[src/rtl/exec_ctrl_pkg.sv]
// Shared types for the execution controller.
//   cmd_op_t     : host command encoding (3 bits)
//   ctrl_state_t : controller FSM states
//   op_ready()   : which commands the controller can take in a given state
//   sat_inc()    : saturating increment for the executed-instruction counter
package exec_ctrl_pkg;

    typedef enum logic [2:0] {
        OP_NOP       = 3'd0,
        OP_WRITE     = 3'd1,
        OP_RUN       = 3'd2,
        OP_HALT      = 3'd3,
        OP_STEP      = 3'd4,
        OP_SET_BP    = 3'd5,
        OP_CLR_BP    = 3'd6,
        OP_RESET_CPU = 3'd7
    } cmd_op_t;

    typedef enum logic [1:0] {
        S_HALT   = 2'd0,
        S_RUN    = 2'd1,
        S_STEP   = 2'd2,
        S_CPURST = 2'd3
    } ctrl_state_t;

    localparam int CNT_W = 16;
    localparam logic [CNT_W-1:0] CNT_MAX = '1;

    // While running, only commands that cannot disturb the executing program
    // are taken; everything else stalls until the CPU is halted.
    function automatic logic op_ready(input ctrl_state_t st, input cmd_op_t op);
        logic ok;
        case (st)
            S_HALT:  ok = 1'b1;
            S_RUN:   ok = (op == OP_NOP) || (op == OP_HALT) ||
                          (op == OP_SET_BP) || (op == OP_CLR_BP);
            default: ok = 1'b0;
        endcase
        return ok;
    endfunction

    function automatic logic [CNT_W-1:0] sat_inc(input logic [CNT_W-1:0] v);
        return (v == CNT_MAX) ? v : v + 1'b1;
    endfunction

endpackage

[src/rtl/exec_ctrl_prog_mem.sv]
// Program memory: DEPTH x DATA_W, one synchronous write port, one
// asynchronous read port. Contents are deliberately not reset.
//   clock : write clock
//   we    : write enable
//   waddr : write address
//   wdata : write data
//   raddr : read address
//   rdata : mem[raddr], combinational
module exec_ctrl_prog_mem #(
    parameter int ADDR_W = 4,
    parameter int DATA_W = 8
) (
    input  logic              clock,
    input  logic              we,
    input  logic [ADDR_W-1:0] waddr,
    input  logic [DATA_W-1:0] wdata,
    input  logic [ADDR_W-1:0] raddr,
    output logic [DATA_W-1:0] rdata
);

    localparam int DEPTH = 1 << ADDR_W;

    logic [DATA_W-1:0] mem_q [DEPTH];

    always_ff @(posedge clock) begin
        if (we) begin
            mem_q[waddr] <= wdata;
        end
    end

    assign rdata = mem_q[raddr];

endmodule

[src/rtl/exec_ctrl.sv]
// Execution controller for the 4-bit CPU. Owns the program memory and its
// fetch port, and paces the CPU with a one-cycle clock-enable pulse and an
// active-low CPU reset. A host command port loads programs and provides
// run / halt / single-step / breakpoint control.
//   clock, reset          : single clock, synchronous active-high reset
//   cpu_addr / cpu_data   : CPU fetch port (async read of program memory)
//   cpu_en                : CPU executes one instruction in each cycle it is high
//   cpu_rst_n             : active-low CPU reset
//   cmd_valid/ready/op/addr/data : host command port
//   running, bp_hit       : status (bp_hit is sticky)
//   instr_cnt             : number of cpu_en pulses, saturating
//   dbg_state             : current FSM state (ctrl_state_t encoding)
//
// Command handshake: a command transfers on a rising edge where cmd_valid
// and cmd_ready are both high. cmd_ready depends only on the FSM state and
// cmd_op, never on cmd_valid, so the host may hold a command until taken.
module exec_ctrl
    import exec_ctrl_pkg::*;
#(
    parameter int ADDR_W     = 4,
    parameter int DATA_W     = 8,
    parameter int RUN_DIV    = 4,
    parameter int RST_CYCLES = 2
) (
    input  logic              clock,
    input  logic              reset,
    input  logic [ADDR_W-1:0] cpu_addr,
    output logic [DATA_W-1:0] cpu_data,
    output logic              cpu_en,
    output logic              cpu_rst_n,
    input  logic              cmd_valid,
    output logic              cmd_ready,
    input  logic [2:0]        cmd_op,
    input  logic [ADDR_W-1:0] cmd_addr,
    input  logic [DATA_W-1:0] cmd_data,
    output logic              running,
    output logic              bp_hit,
    output logic [15:0]       instr_cnt,
    output logic [1:0]        dbg_state
);

    localparam int DIV_W = (RUN_DIV > 2) ? $clog2(RUN_DIV) : 1;
    localparam int RST_W = $clog2(RST_CYCLES + 1);
    localparam logic [DIV_W-1:0] DIV_LAST = DIV_W'(RUN_DIV - 1);
    localparam logic [RST_W-1:0] RST_LAST = RST_W'(RST_CYCLES - 1);

    ctrl_state_t       state_q, state_d;
    logic [DIV_W-1:0]  div_cnt_q, div_cnt_d;
    logic [RST_W-1:0]  rst_cnt_q, rst_cnt_d;
    logic              skip_bp_q, skip_bp_d;
    logic              bp_en_q, bp_en_d;
    logic [ADDR_W-1:0] bp_addr_q, bp_addr_d;
    logic              bp_hit_q, bp_hit_d;
    logic              cpu_en_q, cpu_en_d;
    logic              cpu_rst_n_q, cpu_rst_n_d;
    logic              running_q, running_d;
    logic [CNT_W-1:0]  instr_cnt_q, instr_cnt_d;

    cmd_op_t op;
    logic    cmd_fire;
    logic    halt_fire;
    logic    div_last;
    logic    bp_match;
    logic    rst_last;

    assign op        = cmd_op_t'(cmd_op);
    assign cmd_fire  = cmd_valid && cmd_ready;
    assign halt_fire = cmd_fire && (op == OP_HALT);
    assign div_last  = (state_q == S_RUN) && (div_cnt_q == DIV_LAST);
    // skip_bp lets a run resumed at the breakpoint address execute that
    // instruction instead of stopping again immediately.
    assign bp_match  = bp_en_q && !skip_bp_q && (cpu_addr == bp_addr_q);
    assign rst_last  = (rst_cnt_q == RST_LAST);

    exec_ctrl_prog_mem #(
        .ADDR_W (ADDR_W),
        .DATA_W (DATA_W)
    ) u_prog_mem (
        .clock (clock),
        .we    (cmd_fire && (op == OP_WRITE)),
        .waddr (cmd_addr),
        .wdata (cmd_data),
        .raddr (cpu_addr),
        .rdata (cpu_data)
    );

    // State register (all controller flops).
    always_ff @(posedge clock) begin
        if (reset) begin
            state_q     <= S_CPURST;
            div_cnt_q   <= '0;
            rst_cnt_q   <= '0;
            skip_bp_q   <= 1'b0;
            bp_en_q     <= 1'b0;
            bp_addr_q   <= '0;
            bp_hit_q    <= 1'b0;
            cpu_en_q    <= 1'b0;
            cpu_rst_n_q <= 1'b0;
            running_q   <= 1'b0;
            instr_cnt_q <= '0;
        end else begin
            state_q     <= state_d;
            div_cnt_q   <= div_cnt_d;
            rst_cnt_q   <= rst_cnt_d;
            skip_bp_q   <= skip_bp_d;
            bp_en_q     <= bp_en_d;
            bp_addr_q   <= bp_addr_d;
            bp_hit_q    <= bp_hit_d;
            cpu_en_q    <= cpu_en_d;
            cpu_rst_n_q <= cpu_rst_n_d;
            running_q   <= running_d;
            instr_cnt_q <= instr_cnt_d;
        end
    end

    // Next-state logic.
    always_comb begin
        state_d = state_q;
        case (state_q)
            S_HALT: begin
                if (cmd_fire) begin
                    case (op)
                        OP_RUN:       state_d = S_RUN;
                        OP_STEP:      state_d = S_STEP;
                        OP_RESET_CPU: state_d = S_CPURST;
                        default:      state_d = S_HALT;
                    endcase
                end
            end
            S_RUN: begin
                // A host HALT and a breakpoint both stop before the pulse.
                if (halt_fire || (div_last && bp_match)) begin
                    state_d = S_HALT;
                end
            end
            S_STEP:   state_d = S_HALT;
            S_CPURST: if (rst_last) state_d = S_HALT;
            default:  state_d = S_HALT;
        endcase
    end

    // Datapath: divider, reset counter, breakpoint, pulse and counter.
    always_comb begin
        div_cnt_d   = '0;
        rst_cnt_d   = '0;
        cpu_en_d    = 1'b0;
        skip_bp_d   = skip_bp_q;
        bp_en_d     = bp_en_q;
        bp_addr_d   = bp_addr_q;
        bp_hit_d    = bp_hit_q;
        instr_cnt_d = cpu_en_q ? sat_inc(instr_cnt_q) : instr_cnt_q;

        if ((state_q == S_RUN) && (state_d == S_RUN)) begin
            div_cnt_d = div_last ? '0 : div_cnt_q + 1'b1;
        end
        if ((state_q == S_CPURST) && (state_d == S_CPURST)) begin
            rst_cnt_d = rst_cnt_q + 1'b1;
        end

        case (state_q)
            S_HALT: begin
                if (cmd_fire) begin
                    case (op)
                        OP_RUN: begin
                            skip_bp_d = 1'b1;
                            bp_hit_d  = 1'b0;
                        end
                        OP_STEP:      cpu_en_d    = 1'b1;
                        OP_RESET_CPU: instr_cnt_d = '0;
                        default: ;
                    endcase
                end
            end
            S_RUN: begin
                if (div_last && !halt_fire) begin
                    if (bp_match) begin
                        bp_hit_d = 1'b1;
                    end else begin
                        cpu_en_d  = 1'b1;
                        skip_bp_d = 1'b0;
                    end
                end
            end
            default: ;
        endcase

        if (cmd_fire && (op == OP_SET_BP)) begin
            bp_addr_d = cmd_addr;
            bp_en_d   = 1'b1;
        end
        if (cmd_fire && (op == OP_CLR_BP)) begin
            bp_en_d  = 1'b0;
            bp_hit_d = 1'b0;
        end

        cpu_rst_n_d = (state_d != S_CPURST);
        running_d   = (state_d == S_RUN);
    end

    // Outputs.
    always_comb begin
        cmd_ready = op_ready(state_q, op);
        cpu_en    = cpu_en_q;
        cpu_rst_n = cpu_rst_n_q;
        running   = running_q;
        bp_hit    = bp_hit_q;
        instr_cnt = instr_cnt_q;
        dbg_state = state_q;
    end

endmodule
[config.mk]
export PLATFORM = sky130hd
export DESIGN_NAME = exec_ctrl
export DESIGN_NICKNAME = d
export VERILOG_FILES = /design/src/rtl/exec_ctrl_pkg.sv /design/src/rtl/exec_ctrl_prog_mem.sv /design/src/rtl/exec_ctrl.sv
export SDC_FILE = /design/constraint.sdc
export NUM_CORES = 1
export LEC_CHECK = 0
export BUFFER_PORTS_ARGS = -buffer_cell sky130_fd_sc_hd__clkbuf_2
export CAP_MARGIN = 20
export CELL_PAD_IN_SITES_DETAIL_PLACEMENT = 1
export CELL_PAD_IN_SITES_GLOBAL_PLACEMENT = 1
export CORE_MARGIN = 4
export CORE_UTILIZATION = 50
export CTS_CLUSTER_SIZE = 30
export DETAILED_ROUTE_END_ITERATION = 10
export GPL_TIMING_DRIVEN = 0
export PLACE_DENSITY = 0.8
export SKIP_CTS_REPAIR_TIMING = 1
export SLEW_MARGIN = 20
export SYNTH_ARGS = -nofsm -noshare
export SYNTH_HDL_FRONTEND = slang
export SYNTH_SLANG_ARGS = --single-unit
[constraint.sdc]
create_clock -name clock -period 3 [get_ports clock]
set_input_delay 0.15 -clock clock [delete_from_list [all_inputs] [get_ports clock]]
set_output_delay 0.15 -clock clock [all_outputs]
set_load 0.02 [all_outputs]
After elaboration in Yosys (flattened, before gate mapping) --
Memories as Yosys holds them, arrays and structs flattened. Cells that the tools add are included.
Word-level totals: bits in registers 32, RAM bits 128, input port bits 22, output and inout port bits 31, memories kept 1
Cells by class: add/sub/neg operators 3, equality and inequality tests 22, mux-type cells 28, bitwise gates (word level) 2, reduce and logical (&&, ||, !) cells 26
Memory list:
- u_prog_mem.mem_q | words 16, bits a word 8, read ports 1, clocked after memory_dff 0, write ports 1, RTL line exec_ctrl_prog_mem.sv:23 | logic [DATA_W-1:0] mem_q [DEPTH];
Operator list (count):
- 2-to-1 mux 16 bit | 5
- adder 16 x 1 -> 16 bit (second input constant) | 1
- == test 16 bit (second input constant) | 1
- 2-to-1 mux 1 bit | 14
- == test 3 bit (second input constant) | 4
- logical AND 1 bit | 12
- AND reduction 5 bit | 2
- == test 2 bit (second input constant) | 4
- != test 2 bit (second input constant) | 4
- case mux 1 bit (2 select lines) | 4
- case mux 2 bit (4 select lines) | 1
- == test 2 x 1 -> 1 bit (second input constant) | 3
- == test 3 x 2 -> 1 bit (second input constant) | 2
- 2-to-1 mux 2 bit | 3
- case mux 2 bit (3 select lines) | 1
- adder 2 x 1 -> 2 bit (second input constant) | 2
- == test 4 bit | 1
- logical OR 1 bit | 4
- != test 2 x 1 -> 1 bit (second input constant) | 2
- OR reduction 2 bit | 2
- == test 3 x 1 -> 1 bit (second input constant) | 1
- zero test 3 bit | 1
- OR reduction 3 bit | 1
- zero test 1 bit | 2
- 3 further kinds | 4

Longest topological paths before layout --
word-level depth 14, gate-level depth with buffers 6

Cells and area by module --
A second synthesis with hierarchy kept.
Second synthesis, totals: cells, all modules 415, area, all modules 6717.7 µm²
By module, submodules not included:
- exec_ctrl_prog_mem | times used 1, cells each 221, area an instance 4987.3 µm², sequential area each 3843.7 µm²
- exec_ctrl | times used 1, cells each 194, area an instance 1730.4 µm², sequential area each 640.6 µm²

Least setup slack after synthesis --
Ideal clock, no wire load.
path type flip-flop to flip-flop, start reg state_q[0], in the netlist dbg_state[0], end mem u_prog_mem.mem_q[0][0], enable pin, setup time 383 ps, arrival 2007 ps, required time 2617 ps, path slack 610 ps, stages on the path, launching flop included 4, path buffers 0, period minus slack after synthesis 2390 ps, cells stage by stage dfxtp_1 > nor4b_4 > or4b_2 > nor3_1
On the way: word-level cells in the longest chain between the ends 6, elaborated cells on any way between the ends 7, those cells by class 1 x eq/ne; 3 x mux; 3 x reduce/logical
RTL lines:
- start: declaration | RTL line exec_ctrl.sv:47 | ctrl_state_t state_q, state_d;
- start signal: assignment | RTL line exec_ctrl.sv:102 | state_q <= state_d;
- == test 2 x 1 -> 1 bit / zero test 2 bit (equally long branches) | RTL line exec_ctrl_pkg.sv:33 | case (st)
- case mux 1 bit (2 select lines) (*) | RTL line exec_ctrl_pkg.sv:33
- logical AND 1 bit (*) | RTL line exec_ctrl.sv:67 | assign cmd_fire = cmd_valid && cmd_ready;
- logical AND 1 bit (*) | RTL line exec_ctrl.sv:80 | .we (cmd_fire && (op == OP_WRITE)),
- 2-to-1 mux 1 bit (*) | RTL line exec_ctrl_prog_mem.sv:26 | if (we) begin
- 2-to-1 mux 1 bit (not written as such) (*) | RTL line exec_ctrl_prog_mem.sv:27 | mem_q[waddr] <= wdata;
- end: declaration | RTL line exec_ctrl_prog_mem.sv:23
Mark *: on every way between the ends. The rest lies on a longest branch, timed or not.

Worst setup path in the final report --
start reg state_q[0], in the netlist dbg_state[0], end mem u_prog_mem.mem_q[3][2], enable pin
Same word-level chain as after synthesis.

==> summary.txt <==
Yosys
  – Leading area contributor after synthesis: edfxtp_1
  – Synth Instances: 420
  – Adder and majority gate portion of the synthesized area: 0.00572
  – Main synth FF type: edfxtp_1
  – Count leader, synth: edfxtp_1
  – Largest family of logic cells by synthesized area: multiplexers
  – Synth Area in XOR/XNOR: 0.0107
  – Fraction of the mapped netlist area in simple logic gates: 0.107
  – Asr flop ratio synth: 0
  – EDFF count, synth: 128
  – Seq/Total Area, Yosys: 0.683
  – Top cells by area, synth: edfxtp_1 59%, mux4_2 11%, dfxtp_1 9.8%
  – Multiplexer area fraction after synthesis: 0.111
  – Register bit count reported by yosys: 160
  – Share of the synthesized area in the top cell type: 0.586
  – Synth warn: 0
  – Unique cell type count in the Yosys netlist: 53
  – Post-Syn Area: around 0.0066 mm^2
  – Syn nets: 445
  – Compound-Gate Fraction of Synth Area: 0.0648
  – Mean Syn Cell Area: about 16 um^2
  – Post-synth top cells: 128 x edfxtp_1, 32 x dfxtp_1, 32 x mux4_2

Detailed routing
  – Drt via density: 6.01
  – Drt wl/cell: 23.6 um
  – First DRT Iteration DRCs: 309
  – Drt pass-1 iters: 4
  – DR vias: 4041
  – Routed WL: between 15 and 20 mm
  – Final ANT Viol Nets: 0
  – # DRC: 0

Outcome
  – Outcome: finished with violations
  – Violated checks: negative hold slack

STA
  – Final setup TNS: 0 ns
  – Unrepaired setup endpoints after global routing: false
  – Max Slew Vio Count: 0
  – Highest clock rate: 0.406 GHz
  – Final Setup Violations: 0
  – Worst rel slew slack: 0.442
  – Final Skew: 0.00543 ns
  – Fin crit share: 0.821
  – Fin crit period: 2.46 ns
  – Final hold violations: 1
  – Hold_ws: -0.00311 ns
  – Least-Margin Pin Slew: 0.829 ns

Placed design
  – DP Wirelength: 10.9 mm
  – Buffers added on ports: 48
  – Area after DPL: 0.00704 mm^2
  – # placed instances: 640
  – Placer Congestion: 0.824

Worst setup path
  – Maximum net fanout on the critical path: 8
  – Crit. End Element: flip-flop
  – Reg-to-reg critical path startpoint: dbg_state[0]
  – Crit path buffers/inverters: 0
  – CP Data Required Time: 3.05 ns
  – Max stage delay on crit path: 0.70 ns
  – R2r endpoint: u_prog_mem.mem_q[3][2]
  – CP Cell Sequence: nor4b_4 -> or4b_2 -> nor2_1
  – Path depth of the worst reg2reg path: 3
  – R2R setup slack: 0.54 ns
  – Crit Path Class: flip-flop to flip-flop
  – Startpoint types: flip-flop
  – Arr. time, crit path: roughly 2.5 ns
  – Slowest CP cell: or4b_2
  – CP top delay family: simple AND/OR/NAND/NOR gates

Power
  – Leakage power: 2.58 nW
  – Max VDD drop: ~350 uV
  – P per Cell Area: 665 mW/mm^2
  – Final Total Pwr: between 5 and 6 mW

GRT
  – GRT Total Usage: 0.228
  – Largest net degree at the start of global routing: 17
  – Vias in the first global route: approximately 4300
  – GR Overflow Total: 0
  – Initial antenna violation count: 0
  – First-pass GRT wire length: 24.7 mm

Layout
  – Fin area: 0.00763 mm^2
  – Share of cells above drive strength 1: 0.256
  – Nets: 512
  – # diodes: 0
  – Layout Cells excl Fill: 672
  – Layout area overhead: 16.3%

Clocking
  – CTS tree: built
  – H-tree depth: 4
  – Clock sink total: 160
  – Root Driver: clkbuf_16
  – Worst-path clk slew: 0.06 ns
  – TritonCTS Buffers: 17
  – Insertion delay to the later sink of the worst-skew pair: 0.43 ns
  – Clock Tree Buf Depth: 2

Job
  – Max-cap viol count: 0

Hold path
  – Hold Crit Endpoint: bp_addr_q[2]
  – HP Class: primary input to flip-flop
  – Hold Path Cell Cnt: 3
  – Hold path start: cmd_addr[2]

Die
  – Initial Util: 0.516
  – Die Width: 123 um
  – Std cell rows: 41
  – Area of the die: 0.0150 mm^2
  – Die Y: ~120 um
  – Ports: 53
  – Core area: roughly 0.013 mm^2
==> final cells by class <==
class	instances	area, um^2
Clock inverter	14	166
Sequential cell	160	4480
Multi-Input combinational cell	234	1990
Fill cell	1259	5090
Buffer	20	88.8
Tap cell	172	215
Timing Repair Buffer	48	240
Clock buffer	18	429
Inverter	6	22.5
==> worst register-to-register path: stages, from the launching register on <==
cell and delay (ns):
dfxtp_1 0.37, nor4b_4 0.36, or4b_2 0.70, nor2_1 0.65
==> kinds of logic (layout without fill, tap and decap cells) <==
group,after synthesis,in the layout
flip-flops,160,160
AND/OR/NAND/NOR,126,126
AO/OA/AOI/OAI,64,64
multiplexers,33,33
buffers and inverters,26,106
XOR/XNOR,8,8
adder cells (fa/ha/maj),3,3
==> registers in the layout, summed over array words and instances (netlist names) <==
name	cells
cpu_rst_n	1
running	1
skip_bp_q	1
instr_cnt	16
rst_cnt_q	2
bp_hit	1
bp_addr_q	4
u_prog_mem.mem_q	128
dbg_state	2
bp_en_q	1
div_cnt_q	2
cpu_en	1
==> worst max path at each step <==
stage / from / end / depth (start not counted)
after floorplan: dbg_state[0] / u_prog_mem.mem_q[0][0] / 3
after global placement: dbg_state[0] / u_prog_mem.mem_q[0][1] / 3
after global routing: dbg_state[0] / u_prog_mem.mem_q[3][2] / 3
final: dbg_state[0] / u_prog_mem.mem_q[3][2] / 3
after CTS: dbg_state[0] / u_prog_mem.mem_q[3][2] / 3
after detailed placement: dbg_state[0] / u_prog_mem.mem_q[3][1] / 3
==> per-stage QoR <==
step	utilization	worst slack [ns]
after floorplan	-	0.610
after global placement	0.552	0.263
after detailed placement	0.553	0.532
after CTS	0.600	0.538
after global routing	0.600	0.464
final	0.600	0.538
==> where the power goes <==
group          leakage [nW]  internal, mW  switching, mW  total [mW]
combinational         0.888         0.151          0.283       0.434
clock                 0.284          1.31          0.870        2.17
sequential             1.41          2.43         0.0324        2.46
total                  2.58          3.89           1.19        5.07
==> cell usage in the layout (no fill, tap or decap), drive strengths merged, types with 4 or more instances in the layout <==
cell      n
buf       8
a22oi    16
or4       4
and2      4
nand2b    5
clkinv    7
xor2      8
nand2    27
nand3     8
nor3     13
nand4     7
nor2     28
clkbuf   78
inv       7
dfxtp    32
nor4      4
a21oi    16
o21ai    11
edfxtp  128
mux4     32
==> metal layers <==
layer | up-vias | wire length, um | part of all wire | GRT usage
met5 | - | 0 | 0 | 0
li1 | 1815 | - | - | -
met2 | 116 | 8280 | 0.52 | 0.390
met1 | 2092 | 6470 | 0.41 | 0.286
met3 | 18 | 846 | 0.053 | 0.0553
met4 | 0 | 243 | 0.015 | 0.0763
Note: power is estimated with default switching activity, not from simulation.
